**config.mk**
```make
export PLATFORM = sky130hd
export DESIGN_NAME = nvram_uploader
export DESIGN_NICKNAME = d
export VERILOG_FILES = /design/src/rtl/nvram_uploader.sv
export SDC_FILE = /design/constraint.sdc
export NUM_CORES = 1
export LEC_CHECK = 0
export CAP_MARGIN = 40
export CORE_MARGIN = 2
export CORE_UTILIZATION = 39
export DETAILED_ROUTE_END_ITERATION = 10
export PLACE_DENSITY = 0.85
export SYNTH_ARGS = -nofsm -noshare
export SYNTH_HDL_FRONTEND = slang
export SYNTH_SLANG_ARGS = --single-unit
```
**constraint.sdc**
```tcl
create_clock -name clk_sys -period 1.9 [get_ports clk_sys]
set_clock_uncertainty 0.05 [all_clocks]
set_input_delay 0.57 -clock clk_sys [delete_from_list [all_inputs] [get_ports clk_sys]]
set_output_delay 0.57 -clock clk_sys [all_outputs]
set_load 0.01 [all_outputs]
```
**src/rtl/nvram_uploader.sv**
```systemverilog
// HPS upload server: turns ioctl byte-read strobes into timed reads of a game-RAM port.
// Optional NVRAM_UPLOAD_PAUSE_EN holds the CPU paused and settles before serving reads.
module nvram_uploader #(
  parameter logic [7:0] UPLOAD_INDEX = 8'd4,
  parameter int         ADDR_W       = 12,
  parameter int         SIZE         = 4096,
  parameter int         RAM_LAT      = 2,
  parameter int         PAUSE_SETTLE = 16
) (
  input  logic              clk_sys,
  input  logic              reset_n,
  input  logic              ioctl_upload,
  input  logic [7:0]        ioctl_index,
  input  logic              ioctl_rd,
  input  logic [24:0]       ioctl_addr,
  output logic [7:0]        ioctl_din,
  output logic              ioctl_wait,
  output logic [ADDR_W-1:0] ram_addr,
  output logic              ram_rd,
  input  logic [7:0]        ram_q,
  output logic              cpu_pause,
  output logic              busy
);

  if (RAM_LAT < 1 || RAM_LAT > 7 || PAUSE_SETTLE < 1) begin : g_bad_param
    $error("nvram_uploader: parameter out of range");
  end

  typedef enum logic [2:0] {
    S_IDLE,
    S_READY,
    S_FETCH,
    S_OOR
`ifdef NVRAM_UPLOAD_PAUSE_EN
    , S_SETTLE
`endif
  } state_e;

  state_e            state_q, state_d;
  logic [7:0]        din_q, din_d;
  logic              wait_q, wait_d;
  logic [ADDR_W-1:0] ram_addr_q, ram_addr_d;
  logic              ram_rd_q, ram_rd_d;
  logic              busy_q, busy_d;
  logic [2:0]        lat_cnt_q, lat_cnt_d;
  logic              sel, in_range;

`ifdef NVRAM_UPLOAD_PAUSE_EN
  localparam int SET_W = $clog2(PAUSE_SETTLE + 1);
  logic [SET_W-1:0] settle_cnt_q, settle_cnt_d;
  logic             pause_q, pause_d;
`endif

  assign sel      = ioctl_upload && (ioctl_index == UPLOAD_INDEX);
  assign in_range = ioctl_addr < 25'(SIZE);

  // NOTE: every signal gets a default before the case so no path leaves it unassigned (no latches).
  always_comb begin
    state_d    = state_q;
    din_d      = din_q;
    wait_d     = wait_q;
    ram_addr_d = ram_addr_q;
    ram_rd_d   = 1'b0;
    busy_d     = busy_q;
    lat_cnt_d  = lat_cnt_q;
`ifdef NVRAM_UPLOAD_PAUSE_EN
    settle_cnt_d = settle_cnt_q;
    pause_d      = sel;
`endif
    if (!sel) begin
      // Session over (or index changed): drop any in-flight fetch, keep last byte.
      state_d = S_IDLE;
      wait_d  = 1'b0;
      busy_d  = 1'b0;
    end else begin
      case (state_q)
        S_IDLE: begin
          busy_d = 1'b1;
`ifdef NVRAM_UPLOAD_PAUSE_EN
          state_d      = S_SETTLE;
          wait_d       = 1'b1;
          settle_cnt_d = SET_W'(PAUSE_SETTLE - 1);
`else
          state_d = S_READY;
`endif
        end
`ifdef NVRAM_UPLOAD_PAUSE_EN
        S_SETTLE: begin
          if (settle_cnt_q == '0) begin
            state_d = S_READY;
            wait_d  = 1'b0;
          end else begin
            settle_cnt_d = settle_cnt_q - 1'b1;
          end
        end
`endif
        S_READY: begin
          if (ioctl_rd) begin
            wait_d = 1'b1;
            if (in_range) begin
              ram_addr_d = ioctl_addr[ADDR_W-1:0];
              ram_rd_d   = 1'b1;
              lat_cnt_d  = 3'(RAM_LAT);
              state_d    = S_FETCH;
            end else begin
              state_d = S_OOR;
            end
          end
        end
        S_FETCH: begin
          // Counter hits zero in the cycle ram_q is valid; capture straight into ioctl_din.
          if (lat_cnt_q == 3'd0) begin
            din_d   = ram_q;
            wait_d  = 1'b0;
            state_d = S_READY;
          end else begin
            lat_cnt_d = lat_cnt_q - 3'd1;
          end
        end
        S_OOR: begin
          din_d   = 8'hFF;
          wait_d  = 1'b0;
          state_d = S_READY;
        end
        default: state_d = S_IDLE;
      endcase
    end
  end

  // NOTE: sequential state uses non-blocking assignments so all flops update from pre-edge values.
  always_ff @(posedge clk_sys or negedge reset_n) begin
    if (!reset_n) begin
      state_q    <= S_IDLE;
      din_q      <= 8'h00;
      wait_q     <= 1'b0;
      ram_addr_q <= '0;
      ram_rd_q   <= 1'b0;
      busy_q     <= 1'b0;
      lat_cnt_q  <= 3'd0;
`ifdef NVRAM_UPLOAD_PAUSE_EN
      settle_cnt_q <= '0;
      pause_q      <= 1'b0;
`endif
    end else begin
      state_q    <= state_d;
      din_q      <= din_d;
      wait_q     <= wait_d;
      ram_addr_q <= ram_addr_d;
      ram_rd_q   <= ram_rd_d;
      busy_q     <= busy_d;
      lat_cnt_q  <= lat_cnt_d;
`ifdef NVRAM_UPLOAD_PAUSE_EN
      settle_cnt_q <= settle_cnt_d;
      pause_q      <= pause_d;
`endif
    end
  end

  assign ioctl_din  = din_q;
  assign ioctl_wait = wait_q;
  assign ram_addr   = ram_addr_q;
  assign ram_rd     = ram_rd_q;
  assign busy       = busy_q;
`ifdef NVRAM_UPLOAD_PAUSE_EN
  assign cpu_pause  = pause_q;
`else
  assign cpu_pause  = 1'b0;
`endif

endmodule

```
==> flow_summary.ini <==
[sta]
post-route-period-util_pct = 98.5
final-setup-viol-count = 0
setup_tns_ns = 0
slew_viol_final = 0
hold-worst-slack_ns = 0.477
fin_crit_ns = 1.87
clock.fmax_ghz = 0.534
setup_slack_ns = 0.0283
hold_viol = 0

[yosys]
ys_warn_count = 0
synthTopCellsByArea = dfrtp_1 54%, mux2_1 8.7%, o31ai_1 4.6%
synth_top_area_cell = dfrtp_1
yosys.area.top_type_share_pct = 53.8
yosysSeqAreaShare_pct = 53.8
syn_area_sq_um = 1300
synth_seq_cells = 28
synth_cell_types = 31
synth_cells = 108
synth.avg_cell_area_sq_um = 12.0
synth_fp_nets = 155

[critical_path]
timing.rr.start = lat_cnt_q[0]
cp-end-kind = register
ff2ff_path_depth = 6
crit_path_start_kind = input port
rrSetupSlack_ns = 0.11
cp_max_fo = 6
critPathKind = input port to register
worstPathRequired_ns = 2.07
startpoint = ioctl_addr[17]
arrival_ns = 2.04
r2r-end = lat_cnt_q[2]

[cells_and_area]
insertedDiodeCount = 0
register_area_sq_um = 701
final_core_util_pct = 72.6
final_cells = 230
nFillCells = 220
syn2layout_area_growth_pct = 73.2
nNetsFinal = 234
multiInputGateArea_sq_um = 643
drive_gt1_share_pct = 25.8

[routing]
dr.pass1.iters = 4
drt_iter0_markers = 40
vias = 1166
ant_nets = 0
drcViolationCount = 0
totalWireLength_mm = 3.59
routedWlPerCell_um = 15.6
via_per_inst = 5.07

[placement]
pre_cts_slack_ns = -0.527
place_hpwl_mm = 2.52
placed_cells = 221
gp_congestion = 0.693
portBuffers = 67

[global_routing]
grt.total_usage_pct = 18.7
grt_pass1_vias = 1192
grt.overflow.total = 0
grt_pass1_wl_mm = 5.29
grt_max_degree = 29
antenna_found_initial = 0

[die]
core_sq_um = 3100
die_height_um = 61.8
io_pins = 69
rows = 20
die-width_um = 61.8
initial_utilization_pct = 41.9
die_area_sq_um = 3810

[power]
irDropWorstVdd_mv = 0.203
p_leak_nw = 1.25
cellPowerDensity_nw_per_um2 = 442

[run_status]
status = finished, final reports clean

[clock_tree]
clock_latency_ns = 0.31
cts.sinks = 28
cts_tree = done
numCtsBuffers = 3
clk_pin_slew_ns = 0.14
ctsRootBufferMaster = clkbuf_4
cts_buffer_depth = 2
cts_max_level = 1

[run]
maxCapViolations = 0

[hold_path]
hold_path.class = register to register
hold_path_depth = 2
worstHoldStart = ioctl_din[4]
min_to = ioctl_din[4]
==> registers in the layout (all words and copies together) (netlist names) <==
name / cells
busy: 1
ioctl_din: 8
ioctl_wait: 1
lat_cnt_q: 3
ram_addr: 12
ram_rd: 1
state_q: 2
==> where the power goes <==
| part | internal [W] | switching (W) | total, W |
|---|---|---|---|
| Clock | 0.000117 | 0.000167 | 0.000284 |
| Sequential | 0.000596 | 0.000000168 | 0.000597 |
| Combinational | 0.0000737 | 0.0000427 | 0.000116 |
==> logic make-up after synthesis <==
logic type               after synthesis  share of synthesized area, %
adder cells (fa/ha/maj)                2                          1.92
AND/OR/NAND/NOR                       24                          14.6
buffers and inverters                  9                          3.56
multiplexers                          13                          11.2
flip-flops                            28                          53.8
other                                  1                         0.288
AO/OA/AOI/OAI                         31                          14.5
==> cells in the mapped netlist, drive strengths merged <==
master,instances
dfrtp,28
a21oi,10
nor4b,1
o31ai,8
nor2,8
buf,3
and2b,1
o21a,1
a221o,1
nor3b,2
conb,1
nand2,1
nand3b,1
clkbuf,4
a211o,1
nor4,2
inv,2
nand2b,1
o21ai,9
a22oi,1
ha,2
nor2b,1
nor3,4
mux2,13
nand4,2
==> layout by cell type (no fill, tap or decap), types with 2 or more instances in the layout <==
master	n
clkdlybuf4s50_1	31
dfrtp_1	28
dlymetal6s2s_1	16
mux2_4	12
buf_4	12
a21oi_1	10
dlygate4sd2_1	9
o21ai_0	8
o31ai_1	8
nor2_1	5
clkdlybuf4s15_1	5
clkbuf_2	4
nor2_2	3
clkbuf_4	3
inv_1	2
nand4_4	2
nor4_4	2
nor3_2	2
nor3b_1	2
ha_1	2
==> worst max path at each step <==
stage	slack (ns)	cells after the start	endpoint
finish	0.03	6	ram_addr[2]
global route	-0.02	1	ram_addr[7]
CTS	0.01	6	ram_addr[3]
detailed placement	-0.53	6	ram_addr[1]
global placement	-0.50	6	ram_addr[1]
floorplan	0.004	5	ram_addr[10]
==> layer usage <==
metal / wire, um / track usage, %
met1: 1410 / 21.1
met2: 1830 / 35.9
met3: 337 / 3.93
met4: 16 / 3.65
met5: 0 / 0
==> through the flow <==
stage	power (W)	area (sq um)
4_1_cts	0.000998	2180
2_1_floorplan	0.000624	1320
3_5_place_dp	0.000734	2090
6_report	0.000997	2250
3_3_place_gp	0.000732	2090
5_1_grt	0.00104	2250
==> final cells by class <==
cell class / instances / area share [%]
multi-input combinational: 71 / 28.5
tap: 44 / 2.44
inverter: 2 / 0.333
sequential: 28 / 31.1
timing repair buffer: 81 / 36.0
clock buffer: 4 / 1.61
==> critical path, stage by stage <==
cell,delay [ns]
dlygate4sd2_1,0.25
nor3_2,0.23
nand4_4,0.16
nor3_4,0.30
clkbuf_16,0.22
mux2_4,0.31
==> timing repair <==
item	4_1_cts	5_1_grt
hold buffers	0	0
endpoints found under the setup margin	15	26
cloned	1	0
resized for setup	39	35
pin swaps	10	6
setup buffers	3	1
Power figures use the tool's default switching activity.
